$ cat src/rtl/or_nor_sweep_ctrl.sv
// Self-test sequencer for the OR/NOR unit (w = e ? NOR(x,y) : OR(x,y)).
// It drives all eight {x,y,e} vectors, samples w, and scores the captured vector against a golden one.
module or_nor_sweep_ctrl #(
   parameter int unsigned SETTLE_CYC = 1,
   parameter logic [7:0]  EXPECTED   = 8'h56
) (
   input  logic       clk,
   input  logic       rst_n,
   input  logic       start,
   input  logic       w,
   output logic       x,
   output logic       y,
   output logic       e,
   output logic       busy,
   output logic       done,
   output logic [7:0] result,
   output logic       pass,
   output logic [3:0] mismatch_cnt,
   output logic [2:0] first_mismatch
);

   typedef enum logic [1:0] {StIdle, StSettle, StSample, StDone} state_e;

   localparam logic [3:0] CntInit = 4'(SETTLE_CYC - 1);

   state_e     state;
   logic [2:0] idx;
   logic [3:0] cnt;
   logic       miss;
   logic [7:0] result_upd;

   assign miss = (w != EXPECTED[idx]);

   // The vector as it will stand once this sample is written; pass is scored from it.
   always_comb begin
      result_upd      = result;
      result_upd[idx] = w;
   end

   always_ff @(posedge clk or negedge rst_n) begin
      if (!rst_n) begin
         state          <= StIdle;
         idx            <= 3'd0;
         cnt            <= 4'd0;
         {x, y, e}      <= 3'b000;
         busy           <= 1'b0;
         done           <= 1'b0;
         result         <= 8'h00;
         pass           <= 1'b0;
         mismatch_cnt   <= 4'd0;
         first_mismatch <= 3'd0;
      end else begin
         done <= 1'b0;
         unique case (state)
            StIdle: begin
               if (start) begin
                  state          <= StSettle;
                  idx            <= 3'd0;
                  {x, y, e}      <= 3'b000;
                  cnt            <= CntInit;
                  busy           <= 1'b1;
                  result         <= 8'h00;
                  pass           <= 1'b0;
                  mismatch_cnt   <= 4'd0;
                  first_mismatch <= 3'd0;
               end
            end
            StSettle: begin
               if (cnt == 4'd0) state <= StSample;
               else             cnt   <= cnt - 4'd1;
            end
            StSample: begin
               result <= result_upd;
               if (miss) begin
                  mismatch_cnt <= mismatch_cnt + 4'd1;
                  if (mismatch_cnt == 4'd0) first_mismatch <= idx;
               end
               if (idx == 3'd7) begin
                  state <= StDone;
                  done  <= 1'b1;
                  pass  <= (result_upd == EXPECTED);
               end else begin
                  idx       <= idx + 3'd1;
                  {x, y, e} <= idx + 3'd1;
                  cnt       <= CntInit;
                  state     <= StSettle;
               end
            end
            StDone: begin
               state <= StIdle;
               busy  <= 1'b0;
            end
            default: state <= StIdle;
         endcase
      end
   end

endmodule

$ cat config.mk
export PLATFORM = sky130hd
export DESIGN_NAME = or_nor_sweep_ctrl
export DESIGN_NICKNAME = d
export VERILOG_FILES = /design/src/rtl/or_nor_sweep_ctrl.sv
export SDC_FILE = /design/constraint.sdc
export NUM_CORES = 1
export LEC_CHECK = 0
export ABC_AREA = 1
export BUFFER_PORTS_ARGS = -buffer_cell sky130_fd_sc_hd__buf_2
export CORE_MARGIN = 4
export CORE_UTILIZATION = 35
export DETAILED_ROUTE_END_ITERATION = 10
export GPL_TIMING_DRIVEN = 0
export PLACE_DENSITY = 0.55
export SYNTH_ARGS = -nofsm -noshare
export SYNTH_HDL_FRONTEND = slang
export SYNTH_SLANG_ARGS = --single-unit
$ cat constraint.sdc
create_clock -name clk -period 2.1 [get_ports clk]
set_input_delay 0.42 -clock clk [delete_from_list [all_inputs] [get_ports clk]]
set_output_delay 0.42 -clock clk [all_outputs]
set_load 0.03 [all_outputs]
# After elaboration in Yosys (flattened, before gate mapping)
# Memory sizes are Yosys's and may differ from the RTL's.
# Index checks and enable logic that the tools add are counted.
[classes] n_addsub=3 order_cmp=2 eq_ne=13 muxes=35 n_reduce_logical=15
[op_table] op="2-to-1 mux 4 bit" n=4
[op_table] op="one-hot mux 8 bit (2 select lines)" n=1
[op_table] op="inequality test 2 bit, second input constant" n=7
[op_table] op="2-to-1 mux 3 bit" n=4
[op_table] op="one-hot mux 3 bit (2 select lines)" n=2
[op_table] op="one-hot mux 4 bit (3 select lines)" n=1
[op_table] op="2-to-1 mux 1 bit" n=10
[op_table] op="one-hot mux 1 bit (2 select lines)" n=5
[op_table] op="AND reduction 3 bit" n=3
[op_table] op="bitwise mux 8 bit" n=1
[op_table] op="equality test 8 x 7 -> 1 bit, second input constant" n=1
[op_table] op="logical NOT 4 bit" n=2
[op_table] op="2-to-1 mux 8 bit" n=1
[op_table] op="one-hot mux 2 bit (4 select lines)" n=1
[op_table] op="one-hot mux 4 bit (2 select lines)" n=1
[op_table] op="AND reduction 4 bit" n=2
[op_table] op="2-to-1 mux 2 bit" n=3
[op_table] op="AND reduction 2 bit" n=3
[op_table] op="adder 4 x 1 -> 4 bit, second input constant" n=1
[op_table] op="equality test 2 bit, second input constant" n=2
[op_table] op="less-than comparator 3 x 4 -> 1 bit, second input constant" n=1
[op_table] op="nonzero test 2 bit" n=2
[op_table] op="subtractor 4 x 1 -> 4 bit, second input constant" n=1
[op_table] op="adder 3 x 1 -> 3 bit, second input constant" n=1
[op_table] op="8 further kinds" n=8
[word_totals] reg_bits=30 romBits=8 in_bits=4 elab_cells=81 n_memories=1
[mem_list] memory="(name not given)" depth=8 word_bits=1 read_ports=1 rd_ports_with_merged_regs=0 write_ports=0 line_no="32" text="assign miss = (w != EXPECTED[idx]);"

# Logic depth before layout (Yosys ltp)
[depth] word_depth=8 depth_mapped=9 mapped_depth_nobuf=9

# Worst setup path before layout
# No wires, ideal clock.
[synth_timing] kind="register to register" from="register y (netlist name)" to="register mismatch_cnt[1]" setup_time_ps=118 arrival_time_ps=1360 required_ps=1982 setup_slack_ps=622 stages_incl_launch_ff=8 path_buffers=0 synth_period_minus_slack_ps=1478 path_cell_list="dfrtp_1 ha_1 o21ai_1 nand2_1 nand3_4 nand2_2 nand2_1 nand2_1"
[synth_lines] item="to (signal assigned)" line_no="75" text="mismatch_cnt <= mismatch_cnt + 4'd1;"
[synth_lines] item="to (decl)" line_no="18" text="output logic [3:0] mismatch_cnt,"

==> summary.md <==
| Metric | Value |
|---|---|
| Status | `finished, final reports clean` |
| Tot GR Track Use | `a little over an eighth` |
| Area Overhead vs Synth | `15.6%` |
| Most frequent cells in the layout | `nand2_1 (46), dfrtp_1 (27), buf_2 (25)` |
| Setup violators final | `0` |
| Seq/Total Area, Yosys | `46.2%` |
| Resized Gates After CTS | `0` |
| Antenna violations before repair | `0` |
| Minimum clock period | `1.49 ns` |
| # diodes | `0` |
| Type of origin of the critical path | `flip-flop` |
| Post-route antenna net violation count | `0` |
| TritonCTS buffer count | `3` |
| Most common cell after layout, fill and taps aside | `nand2_1` |
| TritonRoute pass-1 iters | `4` |
| Static Leak | `0.903 nW` |
| FFs w/ async S/R, synth | `100%` |
| DRC viols | `0` |
| Post-synth cell types | `26` |
| Avg Cell Area, Syn | `approximately 8.3 sq um` |
| Placement row count | `23` |
| Ys Warns | `0` |
| Final period util | `71.0%` |
| Setup TNS | `0 ns` |
| Initial DRC Count | `58` |
| Post-CTS Setup Inserts | `0` |
| Max-slew violation count | `0` |
| Pwr/cell area | `about 1200 nW/um^2` |
| Setup Skew | `0.00256 ns` |
| Port-buffer cells | `24` |
| First-pass GRT wire length | `5550 microns` |
| Critical-path cell list | `ha_1, ha_1, inv_1, nor2_4, inv_2, o21ai_2, nor2_1, o21ai_1` |
| Die Area | `5280 sq um` |
| Die Wd | `72.7 microns` |
| Tightest Pin Transition | `0.587 ns` |
| Vias per cell | `around 4.7` |
| Worst R2R Path Depth | `8` |
| EDFF count, synth | `0` |
| Worst stage delay on the critical path | `0.40 ns` |
| Max VDD drop | `0.643 mV` |
| Rel. slew slack | `60.9%` |
| Chip Height | `between 70 and 80 microns` |
| R2R Setup Slk | `~0.6 ns` |
| H-tree level count | `1` |
| Vias in the first global route | `1223` |
| FF-to-FF Start | `y` |
| Critical Path RT | `2.26 ns` |
| DP Cell Count | `250` |
| Critical path type | `flip-flop to flip-flop` |
| Nets | `214` |
| Top_reg_cell synth | `dfrtp_1` |
| DR WL/cell | `12.1 microns` |
| Pwr Total | `2.08 mW` |
| CTS Sinks | `27` |
| Fmax | `0.670 GHz` |
| Crit path max fanout | `3` |
| Max-Cap Viols | `0` |
| Final Hold Viols | `0` |
| CP max stage cell | `dfrtp_1` |
| Most used cell, CP | `ha_1` |
| Critical Path AT | `1.65 ns` |
| Final design utilization | `between 40% and 50%` |
| CTS Hold Bufs | `0` |
| Post-Route WL | `3060 microns` |
| Io pins | `25` |
| Largest net degree at the start of global routing | `28` |
| Worst Setup End Kind | `flip-flop` |
| Starting Density | `36.3%` |
| #FFs+latches synth | `27` |
| Vias | `~1200` |
| DPL Wire Length | `2340 microns` |
| Total grt overflow | `0` |
| GPL Wtd Cong | `0.767` |
| Clock buffer depth | `2` |
| Reg2reg end | `y` |
| Root Driver | `clkbuf_8` |
| Post-Syn Instances | `roughly 180` |
| HP Class | `input port to async pin` |
| Worst-path clk slew | `0.09 ns` |
| CTS tree | `done` |
| Total core area | `4030 sq um` |
| RSZ-0062 raised after global routing | `false` |
| Clock Latency Late Sink | `roughly 0.27 ns` |
| Finished Layout Cells | `between 200 and 300` |
| Mapped Nets | `185` |
| Synth Cell Area | `1460 sq um` |
| Layout cell share with drive strength beyond 1 | `25.0%` |
| Hold_ws | `about 0.14 ns` |
==> Yosys cell counts (4+ instances only) <==
master	n	share of area (%)
o22ai_1	7	3.0
inv_1	15	3.8
nand4_1	7	3.0
nand2_1	46	12
inv_2	8	2.1
nand3_1	15	5.1
nor2_1	12	3.1
dfrtp_1	27	46
o21ai_1	10	3.4
ha_1	5	4.3
nand2_2	4	1.7
==> metal layers <==
metal / global-route usage, % / wire [microns] / vias up
li1: - / - / 636
met3: 2.34 / 110 / 4
met4: 3.69 / 29 / 0
met5: 0 / 0 / -
met2: 20.1 / 1350 / 18
met1: 18.8 / 1580 / 540
==> layout make-up <==
class | instances | area, sq um
Fill cell | 438 | 2340
Sequential cell | 27 | 676
Timing Repair Buffer | 24 | 120
Tap cell | 50 | 62.6
Multi-Input combinational cell | 122 | 667
Inverter | 23 | 86.3
Buffer | 4 | 35.0
Clock buffer | 4 | 45.0
==> worst max path at each step <==
stage	to	depth (start not counted)	startpoint	slack [ns]
6_report	y	8	y	0.61
5_1_grt	y	8	e	0.46
4_1_cts	y	8	y	0.59
3_5_place_dp	e	8	y	0.62
3_3_place_gp	x	8	y	0.62
2_1_floorplan	mismatch_cnt[1]	7	y	0.62
==> critical path, delay by kind of cell (launching register included) <==
family	cells	cell delay, ns
DFF	1	0.40
and+or+nand+nor	2	0.26
buffers and inverters	2	0.17
adders and majority gates	2	0.40
AOI/OAI and AO/OA	2	0.15
==> per-stage QoR <==
stage	area, sq um	setup slack [ns]
2_1_floorplan	1460	0.622
3_3_place_gp	1650	0.622
3_5_place_dp	1650	0.618
4_1_cts	1690	0.593
5_1_grt	1690	0.461
6_report	1690	0.608
==> state kept, by name, summed over array words and instances, names as in the netlist <==
| name | cells |
|---|---|
| result | 8 |
| pass | 1 |
| first_mismatch | 3 |
| mismatch_cnt | 4 |
| y | 1 |
| x | 1 |
| e | 1 |
| cnt | 4 |
| busy | 1 |
| state | 2 |
| done | 1 |
==> power by group <==
part | leakage (nW) | internal [mW] | switching [mW]
clock | 0.0228 | 0.136 | 0.156
combinational | 0.517 | 0.339 | 0.745
sequential | 0.363 | 0.635 | 0.0732
total | 0.903 | 1.11 | 0.974
==> cells by family after synthesis <==
| logic type | after synthesis | synth area share [%] |
|---|---|---|
| compound gates | 25 | 11.5 |
| xor+xnor | 3 | 1.80 |
| simple gates | 89 | 28.0 |
| flops | 27 | 46.2 |
| buf+inv | 27 | 8.29 |
| fa+ha+maj | 5 | 4.27 |
Note: power is estimated with default switching activity, not from simulation.
